[src/rtl/alu_result_capture_if.sv]
// rtl/alu_result_capture_if.sv - issue/result/drain signal bundle for alu_result_capture
// Purpose: groups the ALU issue watch, ALU result/flags and the record drain port.
// Ports (members):
//   CE, MODE, CMD, INP_VALID       ALU issue being watched
//   RES, ERR, OFLOW, COUT, G, L, E ALU result and flags
//   OUT_VALID/OUT_READY            record drain handshake
//   OUT_RES, OUT_FLAGS, OUT_CMD, OUT_MODE, OUT_TAG  head record fields
// master drives the ALU side and OUT_READY; slave is the capture block.
interface alu_result_capture_if #(
  parameter int WIDTH = 8,
  parameter int C_W   = 4,
  parameter int TAG_W = 4
);
  logic             CE;
  logic             MODE;
  logic [C_W-1:0]   CMD;
  logic [1:0]       INP_VALID;
  logic [WIDTH:0]   RES;
  logic             ERR;
  logic             OFLOW;
  logic             COUT;
  logic             G;
  logic             L;
  logic             E;
  logic             OUT_VALID;
  logic             OUT_READY;
  logic [WIDTH:0]   OUT_RES;
  logic [6:0]       OUT_FLAGS;
  logic [C_W-1:0]   OUT_CMD;
  logic             OUT_MODE;
  logic [TAG_W-1:0] OUT_TAG;

  modport master (
    output CE, MODE, CMD, INP_VALID, RES, ERR, OFLOW, COUT, G, L, E, OUT_READY,
    input  OUT_VALID, OUT_RES, OUT_FLAGS, OUT_CMD, OUT_MODE, OUT_TAG
  );

  modport slave (
    input  CE, MODE, CMD, INP_VALID, RES, ERR, OFLOW, COUT, G, L, E, OUT_READY,
    output OUT_VALID, OUT_RES, OUT_FLAGS, OUT_CMD, OUT_MODE, OUT_TAG
  );
endinterface

[src/rtl/alu_result_capture.sv]
// rtl/alu_result_capture.sv - latency-aware ALU result capture into a tagged FWFT FIFO
// Purpose: tracks each ALU issue for its fixed latency, samples RES and flags when
//   it completes, tags records in issue order and queues them for a valid/ready drain.
// Ports:
//   CLK       clock, all logic on posedge
//   RST       synchronous active-high reset
//   bus       alu_result_capture_if.slave (issue watch, ALU result, record drain)
//   COUNT     FIFO occupancy
//   DROP_CNT  records lost to a full FIFO, saturating
//   COLL_CNT  issues discarded on completion collision, saturating
module alu_result_capture #(
  parameter int WIDTH   = 8,
  parameter int C_W     = 4,
  parameter int LAT_STD = 1,
  parameter int LAT_MUL = 2,
  parameter int DEPTH   = 8,
  parameter int TAG_W   = 4
) (
  input  logic                   CLK,
  input  logic                   RST,
  alu_result_capture_if.slave    bus,
  output logic [$clog2(DEPTH):0] COUNT,
  output logic [7:0]             DROP_CNT,
  output logic [7:0]             COLL_CNT
);

  localparam int PW      = $clog2(DEPTH);
  localparam int CW      = PW + 1;
  localparam int STD_IDX = LAT_STD - 1;
  localparam int MUL_IDX = LAT_MUL - 1;

  typedef struct packed {
    logic             v;
    logic             coll;
    logic [C_W-1:0]   cmd;
    logic             mode;
    logic [TAG_W-1:0] tag;
  } pend_t;

  typedef struct packed {
    logic [WIDTH:0]   res;
    logic [6:0]       flags;
    logic [C_W-1:0]   cmd;
    logic             mode;
    logic [TAG_W-1:0] tag;
  } rec_t;

  // Slot k completes k+1 edges from now; slot 0 is captured on the next edge.
  pend_t            pend_q [LAT_MUL];
  pend_t            pend_d [LAT_MUL];
  logic [TAG_W-1:0] tag_q;
  logic             is_mul;
  int               slot;
  logic             tag_inc;
  logic             coll_inc;

  rec_t             mem [DEPTH];
  logic [PW-1:0]    wr_ptr;
  logic [PW-1:0]    rd_ptr;
  logic [CW-1:0]    count_q;
  logic [7:0]       drop_cnt_q;
  logic [7:0]       coll_cnt_q;
  rec_t             cap_rec;
  rec_t             head;
  logic             push;
  logic             pop;
  logic             full;
  logic             out_valid;
  logic             accept;
  logic             drop;

  always_comb begin
    for (int k = 0; k < LAT_MUL; k++) pend_d[k] = '0;
    for (int k = 0; k < LAT_MUL - 1; k++) pend_d[k] = pend_q[k + 1];
    is_mul   = bus.MODE && ((bus.CMD == C_W'(9)) || (bus.CMD == C_W'(10)));
    slot     = is_mul ? MUL_IDX : STD_IDX;
    tag_inc  = 1'b0;
    coll_inc = 1'b0;
    if (bus.CE) begin
      // Only one completion per edge: an issue landing on an occupied slot is
      // dropped and the older occupant is marked as having shadowed it.
      if (pend_d[slot].v) begin
        pend_d[slot].coll = 1'b1;
        coll_inc          = 1'b1;
      end else begin
        pend_d[slot].v    = 1'b1;
        pend_d[slot].coll = 1'b0;
        pend_d[slot].cmd  = bus.CMD;
        pend_d[slot].mode = bus.MODE;
        pend_d[slot].tag  = tag_q;
        tag_inc           = 1'b1;
      end
    end
  end

  always_comb begin
    cap_rec.res   = bus.RES;
    cap_rec.flags = {pend_q[0].coll, bus.ERR, bus.OFLOW, bus.COUT, bus.G, bus.L, bus.E};
    cap_rec.cmd   = pend_q[0].cmd;
    cap_rec.mode  = pend_q[0].mode;
    cap_rec.tag   = pend_q[0].tag;
  end

  assign push      = pend_q[0].v;
  assign out_valid = (count_q != '0);
  assign full      = (count_q == CW'(DEPTH));
  assign pop       = out_valid && bus.OUT_READY;
  // A pop on the same edge frees the slot the full-FIFO push writes into.
  assign accept    = push && (!full || pop);
  assign drop      = push && full && !pop;

  always_ff @(posedge CLK) begin
    if (RST) begin
      for (int k = 0; k < LAT_MUL; k++) pend_q[k] <= '0;
      tag_q      <= '0;
      wr_ptr     <= '0;
      rd_ptr     <= '0;
      count_q    <= '0;
      drop_cnt_q <= '0;
      coll_cnt_q <= '0;
    end else begin
      for (int k = 0; k < LAT_MUL; k++) pend_q[k] <= pend_d[k];
      if (tag_inc) tag_q <= tag_q + TAG_W'(1);
      if (accept) wr_ptr <= wr_ptr + PW'(1);
      if (pop) rd_ptr <= rd_ptr + PW'(1);
      count_q <= count_q + CW'(accept) - CW'(pop);
      if (drop && (drop_cnt_q != 8'hFF)) drop_cnt_q <= drop_cnt_q + 8'd1;
      if (coll_inc && (coll_cnt_q != 8'hFF)) coll_cnt_q <= coll_cnt_q + 8'd1;
    end
  end

  always_ff @(posedge CLK) begin
    if (accept) mem[wr_ptr] <= cap_rec;
  end

  // Storage is not reset, so head fields are masked to read 0 when empty.
  assign head          = out_valid ? mem[rd_ptr] : '0;
  assign bus.OUT_VALID = out_valid;
  assign bus.OUT_RES   = head.res;
  assign bus.OUT_FLAGS = head.flags;
  assign bus.OUT_CMD   = head.cmd;
  assign bus.OUT_MODE  = head.mode;
  assign bus.OUT_TAG   = head.tag;
  assign COUNT         = count_q;
  assign DROP_CNT      = drop_cnt_q;
  assign COLL_CNT      = coll_cnt_q;

endmodule
[src/flat_wrapper.sv]
// flat-port wrapper written by rule: the top's interface ports become plain ports
module alu_result_capture_flat 
#(
  parameter int WIDTH   = 8,
  parameter int C_W     = 4,
  parameter int LAT_STD = 1,
  parameter int LAT_MUL = 2,
  parameter int DEPTH   = 8,
  parameter int TAG_W   = 4
)
  (CLK, RST, COUNT, DROP_CNT, COLL_CNT, bus_CE, bus_MODE, bus_CMD, bus_INP_VALID, bus_RES, bus_ERR, bus_OFLOW, bus_COUT, bus_G, bus_L, bus_E, bus_OUT_READY, bus_OUT_VALID, bus_OUT_RES, bus_OUT_FLAGS, bus_OUT_CMD, bus_OUT_MODE, bus_OUT_TAG);
  alu_result_capture_if #(.WIDTH(WIDTH), .C_W(C_W), .TAG_W(TAG_W)) bus_i ();
  input  logic CLK;
  input  logic RST;
  output logic [$clog2(DEPTH):0] COUNT;
  output logic [7:0] DROP_CNT;
  output logic [7:0] COLL_CNT;
  input wire logic [$bits(bus_i.CE)-1:0] bus_CE;
  input wire logic [$bits(bus_i.MODE)-1:0] bus_MODE;
  input wire logic [$bits(bus_i.CMD)-1:0] bus_CMD;
  input wire logic [$bits(bus_i.INP_VALID)-1:0] bus_INP_VALID;
  input wire logic [$bits(bus_i.RES)-1:0] bus_RES;
  input wire logic [$bits(bus_i.ERR)-1:0] bus_ERR;
  input wire logic [$bits(bus_i.OFLOW)-1:0] bus_OFLOW;
  input wire logic [$bits(bus_i.COUT)-1:0] bus_COUT;
  input wire logic [$bits(bus_i.G)-1:0] bus_G;
  input wire logic [$bits(bus_i.L)-1:0] bus_L;
  input wire logic [$bits(bus_i.E)-1:0] bus_E;
  input wire logic [$bits(bus_i.OUT_READY)-1:0] bus_OUT_READY;
  output wire logic [$bits(bus_i.OUT_VALID)-1:0] bus_OUT_VALID;
  output wire logic [$bits(bus_i.OUT_RES)-1:0] bus_OUT_RES;
  output wire logic [$bits(bus_i.OUT_FLAGS)-1:0] bus_OUT_FLAGS;
  output wire logic [$bits(bus_i.OUT_CMD)-1:0] bus_OUT_CMD;
  output wire logic [$bits(bus_i.OUT_MODE)-1:0] bus_OUT_MODE;
  output wire logic [$bits(bus_i.OUT_TAG)-1:0] bus_OUT_TAG;
  assign bus_i.CE = bus_CE;
  assign bus_i.MODE = bus_MODE;
  assign bus_i.CMD = bus_CMD;
  assign bus_i.INP_VALID = bus_INP_VALID;
  assign bus_i.RES = bus_RES;
  assign bus_i.ERR = bus_ERR;
  assign bus_i.OFLOW = bus_OFLOW;
  assign bus_i.COUT = bus_COUT;
  assign bus_i.G = bus_G;
  assign bus_i.L = bus_L;
  assign bus_i.E = bus_E;
  assign bus_i.OUT_READY = bus_OUT_READY;
  assign bus_OUT_VALID = bus_i.OUT_VALID;
  assign bus_OUT_RES = bus_i.OUT_RES;
  assign bus_OUT_FLAGS = bus_i.OUT_FLAGS;
  assign bus_OUT_CMD = bus_i.OUT_CMD;
  assign bus_OUT_MODE = bus_i.OUT_MODE;
  assign bus_OUT_TAG = bus_i.OUT_TAG;
  alu_result_capture #(.WIDTH(WIDTH), .C_W(C_W), .LAT_STD(LAT_STD), .LAT_MUL(LAT_MUL), .DEPTH(DEPTH), .TAG_W(TAG_W)) u_core (.CLK(CLK), .RST(RST), .bus(bus_i), .COUNT(COUNT), .DROP_CNT(DROP_CNT), .COLL_CNT(COLL_CNT));
endmodule
[config.mk]
export PLATFORM = sky130hd
export DESIGN_NAME = alu_result_capture_flat
export DESIGN_NICKNAME = d
export VERILOG_FILES = /design/src/rtl/alu_result_capture_if.sv /design/src/rtl/alu_result_capture.sv /design/src/flat_wrapper.sv
export SDC_FILE = /design/constraint.sdc
export NUM_CORES = 1
export LEC_CHECK = 0
export CAP_MARGIN = 10
export CORE_MARGIN = 2
export CORE_UTILIZATION = 28
export CTS_CLUSTER_SIZE = 40
export DETAILED_ROUTE_END_ITERATION = 6
export GPL_TIMING_DRIVEN = 0
export SLEW_MARGIN = 20
export SYNTH_ARGS = -nofsm -noshare
export SYNTH_HDL_FRONTEND = slang
export SYNTH_SLANG_ARGS = --single-unit
export TNS_END_PERCENT = 30
[constraint.sdc]
create_clock -name CLK -period 8.5 [get_ports CLK]
set_input_delay 1.275 -clock CLK [delete_from_list [all_inputs] [get_ports CLK]]
set_output_delay 1.275 -clock CLK [all_outputs]
set_load 0.02 [all_outputs]
Word-level counts from Yosys, hierarchy flattened
Memories as Yosys holds them, arrays and structs flattened. A register that Yosys moved wholly into a read port is not among the register bits.
Index checks and enable logic that the tools add are counted.
Storage, ports and cells
  word-level logic and storage cells: 74
  input port bits: 26
  output and inout port bits: 46
  memories kept: 2
  memory bits (writable): 222
  register bits after elaboration: 30
Memory list
  u_core.mem: words 8, bits a word 25, read ports 1, clocked after Yosys merged registers in 1, wr ports 1, RTL line alu_result_capture.sv:57  | rec_t mem [DEPTH];
  u_core.pend_q: words 2, bits a word 11, read ports 2, clocked after Yosys merged registers in 0, wr ports 2, RTL line alu_result_capture.sv:49  | pend_t pend_q [LAT_MUL];
Cells by class
  equality and inequality tests: 5
  bitwise operators: 3
  magnitude comparators: 2
  muxes and demuxes: 36
  add/sub/neg operators: 7
  reductions and logical operators: 13
Operators by type and width (count)
  $bwmux W22: 6
  $mux W11: 6
  $demux W11 S1: 5
  $mux W22: 2
  $ge A32 B2 Y1 const B: 1
  $lt A32 B1 Y1 const B: 1
  $not A32 Y32: 1
  $mux W25: 1
  $add A8 B1 Y8 const B: 2
  $ne A8 B8 Y1 const B: 2
  $eq A4 B4 Y1 const B: 3
  $mux W1: 10
  $mux W10: 1
  $mux W9: 1
  $logic_and A1 B1 Y1: 8
  $add A3 B1 Y3 const B: 2
  $mux W3: 2
  $mux W5: 1
  $add A4 B1 Y4: 1
  $add A4 B1 Y4 const B: 1
  $mux W4: 1
  $reduce_bool A4 Y1: 1
  $sub A4 B1 Y4: 1
  $logic_not A1 Y1: 2
  other kinds (2): 4

Depth between registers and ports, before layout
Gate-level depths: netlist of run 1.
  word-level depth: 17
  gate-level depth with buffers: 12
  gate-level depth less buffers: 11

Worst setup path before layout of run 1
Ideal clock, no wire load.
  path kind: input -> register
  from: in bus_OUT_READY
  to: mem u_core.mem[0][0] in the netlist's numbering (enable)
  data arrival time: 3.697 ns
  stages on the path: 4
  buffers on the path: 0
  path slack: 4.365 ns
  cell sequence: nand2b_1 -> a31oi_1 -> nand2b_1 -> nor3_1
Between the ends
  cells in the longest elaborated chain, start to end: 5
Ends and longest elaborated chain
  start, declared: RTL line flat_wrapper.sv:29  | input wire logic [$bits(bus_i.OUT_READY)-1:0] bus_OUT_READY;
  $logic_and A1 B1 Y1: RTL line alu_result_capture.sv:107  | assign pop = out_valid && bus.OUT_READY;
  $logic_or A1 B1 Y1: RTL line alu_result_capture.sv:109  | assign accept = push && (!full || pop);
  $logic_and A1 B1 Y1: RTL line alu_result_capture.sv:109
  net u_core.accept: RTL line alu_result_capture.sv:69  | logic accept;
  $mux W1: RTL line alu_result_capture.sv:133  | if (accept) mem[wr_ptr] <= cap_rec;
  $mux W1 (not written as such): RTL line alu_result_capture.sv:133
  end, declared: RTL line alu_result_capture.sv:57
The timed path passes the listed nets, and every way through them passes these cells.

==> results of run 1 <==
[metal layers]
layer  global-route usage  vias to the layer above  share of wire
li1                     -                     2478              -
met1               0.1642                     2676           0.47
met2               0.1823                      153           0.46
met3              0.02320                       23          0.058
met4              0.02261                        0          0.014
met5                    0                        -              0
[Yosys cell counts (6+ instances only)]
cell type	instances
clkbuf_1	16
ha_1	10
nor2_1	54
o21ai_0	8
inv_1	12
mux2i_1	33
dfxtp_1	55
mux4_2	50
nand3_1	11
a21oi_1	19
nand2_1	13
or4_1	6
edfxtp_1	200
and2_1	7
nor2b_1	6
buf_2	6
[report_power, final]
group	switching [mW]	total (mW)	internal [mW]	leakage [nW]
logic	0.444	0.835	0.391	1.24
registers	0.0205	1.40	1.38	2.27
clock network	0.466	1.05	0.586	0.380
total	0.931	3.29	2.36	3.89
[worst max-delay path: cells and delay by family, from the launching register on]
| family | cells | cell delay (ps) |
|---|---|---|
| buffers and inverters | 3 | 1610 |
| AND/OR/NAND/NOR | 1 | 240 |
| flip-flops | 1 | 300 |
| multiplexers | 2 | 410 |
[how the worst max path moves through the flow]
| stage | startpoint | to | slack, ps | depth (start not counted) |
|---|---|---|---|---|
| 2_1_floorplan | bus_OUT_READY | u_core.mem[0][0] | 4360 | 4 |
| 3_3_place_gp | bus_OUT_READY | u_core.mem[0][23] | 1580 | 5 |
| 3_5_place_dp | bus_OUT_READY | u_core.mem[0][19] | 4130 | 8 |
| 4_1_cts | register | bus_OUT_TAG[0] | 4060 | 6 |
| 5_1_grt | register | bus_OUT_RES[2] | 3900 | 5 |
| 6_report | register | bus_OUT_TAG[3] | 4140 | 6 |
[sequential cells by signal, summed over array words and instances, names as in the netlist, named ones only]
signal           count
u_core.tag_q         4
u_core.pend_q       22
u_core.COUNT         4
u_core.mem         200
u_core.rd_ptr        3
u_core.wr_ptr        3
u_core.DROP_CNT      8
u_core.COLL_CNT      8
[per-stage QoR]
stage / cells / util / total power [mW] / worst slack [ps] / area [sq um]
2_1_floorplan: 576 / - / 1.945 / 4365 / 9923
3_3_place_gp: 1099 / 0.3219 / 2.271 / 1581 / 11170
3_5_place_dp: 1113 / 0.3295 / 2.284 / 4129 / 11440
4_1_cts: 1159 / 0.3519 / 3.334 / 4065 / 12210
5_1_grt: 1159 / 0.3519 / 3.437 / 3904 / 12210
6_report: 1159 / 0.3519 / 3.289 / 4138 / 12210
[area by class of cell]
type                       count  area, sq um  area share
clock inverter                15        118.9    0.009732
clock buffer                  31        658.1     0.05388
tap                          455        569.3     0.04661
buffer                        25        101.3    0.008297
sequential                   255         7107      0.5818
inverter                      14        52.55    0.004302
multi-input combinational    282         2718      0.2225
timing repair buffer          82        889.6     0.07283
[placed cells by master, fill, tap and decap left out, types with 8 or more instances in the layout]
master,n
nand3_1,11
clkbuf_1,21
edfxtp_1,200
ha_1,10
nand2_1,13
clkdlybuf4s50_1,68
dfxtp_1,55
a21oi_1,19
clkbuf_16,25
mux2i_1,33
mux4_2,50
o21ai_0,8
inv_1,12
nor2_1,48
[kinds of logic after synthesis]
group           Yosys count  synth area share
simple gates            125           0.06168
xor+xnor                  6          0.006056
compound gates           52           0.03507
flops                   255            0.7164
other cells               1         0.0003780
fa+ha+maj                11           0.01463
buf+inv                  39           0.01551
mux                      86            0.1502
==> run_results.csv, run 1 <==
group,metric,value,unit
synth,synth_area,0.009920,sq mm
global_route,gr-total-overflow,0,
run_status,status,"completed",
setup_path,critPathMaxFanout,10,
clock_tree,cts_resized,0,
synth,yosysTopAreaCellShare,0.6054,
hold_path,min_from,"u_core.pend_q[0][14]",
setup_path,path_class,"register to output port",
setup_path,max_stage_delay,670,ps
setup_path,reg2reg_slack,5380,ps
global_route,grt_max_degree,19,
setup_path,endpoint_kind,"output port",
setup_path,reg2reg_to,"u_core.mem[0][14]",
timing,setup_viol,0,
cells_and_area,num_antenna_cells,0,
setup_path,cp_common_cell,"clkbuf_1",
clock_tree,cts_tree,"done",
clock_tree,cts_inserted_buffers,25,
clock_tree,h-tree-depth,1,
setup_path,crit_chain,"clkbuf_1 > clkbuf_1 > mux4_2 > mux2i_1 > nor2_1 > clkdlybuf4s50_1",
floorplanning,start_util,0.2858,
timing,finalSetupTns,0,ps
timing,relSlewSlack,0.3672,
detailed_routing,drc,0,
floorplanning,die-area,0.03695,sq mm
synth,yosys_warnings,0,
timing,maxSlewViolCount,0,
clock_tree,postCtsHoldBufs,0,
place,routabilityCongestion,0.7823,
timing,hold_slack,470.9,ps
cells_and_area,fillers,3292,
timing,fmax,0.2292,GHz
synth,synth_cells,575,
pwr,power_density,269.2,mW/mm^2
cells_and_area,syn_to_final_growth,23.13,%
detailed_routing,num_vias,5330,
clock_tree,postCtsSetupRepairBufs,0,
synth,async_flop_share,0,
synth,synth_edf_count,200,
place,io_buffers,68,
place,dpl.hpwl,13.58,mm
timing,tightestPinTransition,949.2,ps
hold_path,holdCritPathClass,"register to register",
pwr,peakVddDrop,0.1510,mV
hold_path,hold_depth,2,
setup_path,cp.required,7220,ps
floorplanning,core_area,0.03471,sq mm
clock_tree,cts.sinks,255,
detailed_routing,avgViaCountPerCell,4.599,
cells_and_area,fin_nets,722,
global_route,grtUsageTotal,0.1151,
clock_tree,root_buffer,"clkbuf_16",
floorplanning,die_h,192.2,microns
timing,fin_crit_sh,0.5132,
setup_path,critPathSlowestCell,"clkdlybuf4s50_1",
clock_tree,path_clk_slew,60,ps
global_route,grt_pass1_vias,5447,
detailed_routing,wl_per_cell,18.06,microns
floorplanning,num_rows,68,
synth,ys_seq_area_frac,0.7164,
cells_and_area,drive_gt1_frac,0.1761,
synth,ys.flop_type,"edfxtp_1",
setup_path,worstReg2RegStart,"u_core.COUNT[2]",
hold_path,worstHoldEndpoint,"u_core.pend_q[0][3]",
global_route,grt_pass1_wl,32.38,mm
setup_path,arrival,3090,ps
synth,synth_seq_cells,255,
global_route,antenna_found_initial,0,
detailed_routing,routed_wl,20.93,mm
floorplanning,die_w,192.2,microns
clock_tree,worstSkewPairLatency,540,ps
setup_path,worst_setup_path_start_kind,"register",
synth,syn_area_per_cell,17.25,sq um
timing,fin_worst_skew,23.70,ps
timing,fin_crit,4362,ps
clock_tree,clockBufferDepth,3,
floorplanning,pin_count,72,
timing,rsz0062_at_grt,"false",
synth,synth.largest_area_cell,"edfxtp_1",
synth,synth.area.top_cells,"edfxtp_1 (61%), mux4_2 (11%), dfxtp_1 (11%)",
detailed_routing,ant_nets,0,
synth,synth.distinct_cells,48,
timing,finalHoldViolations,0,
pwr,leakagePower,3.887,nW
detailed_routing,drt_iter0_markers,385,
detailed_routing,drtPass1Iterations,6,
job,cap_violations,0,
setup_path,worst-r2r-cell-count,9,
Power figures use the tool's default switching activity.
==> inputs of run 2 (changes only) <==
clock period = 3.79 ns   (was 8.5 ns; I/O delays follow)
==> run_results.csv, run 2 (synthesis results as in run 1) <==
group,metric,value,unit
setup_path,path_class,"register to output port",
setup_path,critPathMaxFanout,10,
hold_path,holdCritPathClass,"register to register",
setup_path,arrival,3100,ps
timing,maxSlewViolCount,0,
cells_and_area,num_antenna_cells,0,
cells_and_area,top_regs,"u_core.mem: 200 flops, u_core.pend_q: 22 flops",
detailed_routing,avgViaCountPerCell,4.589,
timing,relSlewSlack,0.4145,
setup_path,endpoint_kind,"output port",
floorplanning,num_rows,68,
detailed_routing,routed_wl,20.92,mm
setup_path,cp.required,3220,ps
clock_tree,postCtsHoldBufs,0,
global_route,antenna_found_initial,0,
clock_tree,worstSkewPairLatency,540,ps
cells_and_area,final_common_cell,"edfxtp_1",
cells_and_area,final_util,0.3521,
clock_tree,postCtsSetupRepairBufs,0,
timing,rsz0062_at_grt,"false",
global_route,grtUsageTotal,0.1151,
clock_tree,cts.sinks,255,
floorplanning,die_w,192.2,microns
cells_and_area,regArea,0.007107,sq mm
floorplanning,pin_count,72,
detailed_routing,drtPass1Iterations,5,
place,routabilityCongestion,0.7823,
detailed_routing,drt_iter0_markers,439,
cells_and_area,layout_common_cells,"edfxtp_1 (200), clkdlybuf4s50_1 (68), dfxtp_1 (55)",
detailed_routing,wl_met1,9.895,mm
detailed_routing,num_vias,5319,
clock_tree,path_clk_slew,60,ps
cells_and_area,syn_to_final_growth,23.21,%
clock_tree,h-tree-depth,1,
detailed_routing,wl_per_cell,18.05,microns
cells_and_area,fillers,3293,
timing,fin_crit_sh,0.9672,
global_route,grt_pass1_vias,5447,
detailed_routing,routed-wl-met3,1.112,mm
cells_and_area,drive_gt1_frac,0.1776,
floorplanning,die-area,0.03695,sq mm
global_route,grt_pass1_wl,32.38,mm
setup_path,worst_setup_path_start_kind,"register",
clock_tree,cts_inserted_buffers,25,
timing,hold_slack,469.2,ps
detailed_routing,drc,0,
detailed_routing,wl_met2,9.638,mm
pwr,peakVddDrop,0.3387,mV
place,io_buffers,68,
timing,setup_viol,0,
cells_and_area,multi_input_area,0.002718,sq mm
pwr,leakagePower,3.894,nW
detailed_routing,ant_nets,0,
floorplanning,start_util,0.2858,
clock_tree,root_buffer,"clkbuf_16",
timing,fin_crit,3666,ps
run_status,status,"completed",
timing,fin_worst_skew,21.58,ps
timing,tightestPinTransition,870.2,ps
timing,finalHoldViolations,0,
global_route,grt_max_degree,19,
floorplanning,die_h,192.2,microns
cells_and_area,top_register,"u_core.mem",
clock_tree,cts_tree,"done",
global_route,gr-total-overflow,0,
cells_and_area,largest_reg_flops,200,
clock_tree,clockBufferDepth,3,
timing,fmax,0.2728,GHz
place,dpl.hpwl,13.58,mm
floorplanning,core_area,0.03471,sq mm
detailed_routing,top_layer_used,"met4",
job,cap_violations,0,
pwr,power_density,603.3,mW/mm^2
cells_and_area,fin_nets,722,
## run 2: changes by cell type in the layout (fill, tap and decap cells not counted), sizes merged
cell,change
clkbuf,-1
clkdlybuf4s15,+1
## run 2: power by group
part / total [mW] / switching, mW / internal, mW
clock: 2.36 / 1.04 / 1.31
sequential: 3.14 / 0.0459 / 3.10
combinational: 1.87 / 0.995 / 0.878
total: 7.37 / 2.09 / 5.29
## run 2: timing repair
action                                 CTS  global route
endpoints found under the hold margin    0             0
gates resized for setup                  0             5
setup endpoints to repair                0             6
## run 2: final cells by class
type | count | share of cell area
buffer | 25 | 0.008907
clock buffer | 31 | 0.05385
clock inverter | 15 | 0.009726
inverter | 14 | 0.004300
multi-input combinational | 282 | 0.2224
sequential | 255 | 0.5815
tap | 455 | 0.04658
timing repair buffer | 82 | 0.07279
## run 2: worst paths after layout
path | end | slack (ps) | cells after the start | from
worst min register to register | u_core.pend_q[0][3] | 470 | 2 | u_core.pend_q[0][14]
worst max register to register | u_core.mem[0][14] | 650 | 9 | u_core.COUNT[2]
worst max-delay path | bus_OUT_TAG[3] | 120 | 6 | register
worst min-delay path | u_core.pend_q[0][3] | 470 | 2 | u_core.pend_q[0][14]
## run 2: routing by layer
layer  global-route usage  up-vias
met1               0.1642     2671
met2               0.1823      150
met3              0.02320       21
met5                    0        -
li1                     -     2477
met4              0.02261        0
## run 2: critical path: stages, from the launching register on
cell and delay (ps):
dfxtp_1 300, clkbuf_1 290, clkbuf_1 650, mux4_2 340
mux2i_1 60, nor2_1 250, clkdlybuf4s50_1 670
## run 2: through the flow
stage               cells  setup WS [ps]  setup TNS (ps)  area, sq um  power [mW]
global route         1159          1.809               0        12220       7.710
CTS                  1159          61.20               0        12210       7.477
global placement     1099          -2423         -252310        11170       5.094
detailed placement   1113          125.7               0        11440       5.122
floorplan             576          111.4               0         9923       4.362
finish               1159          124.3               0        12220       7.374
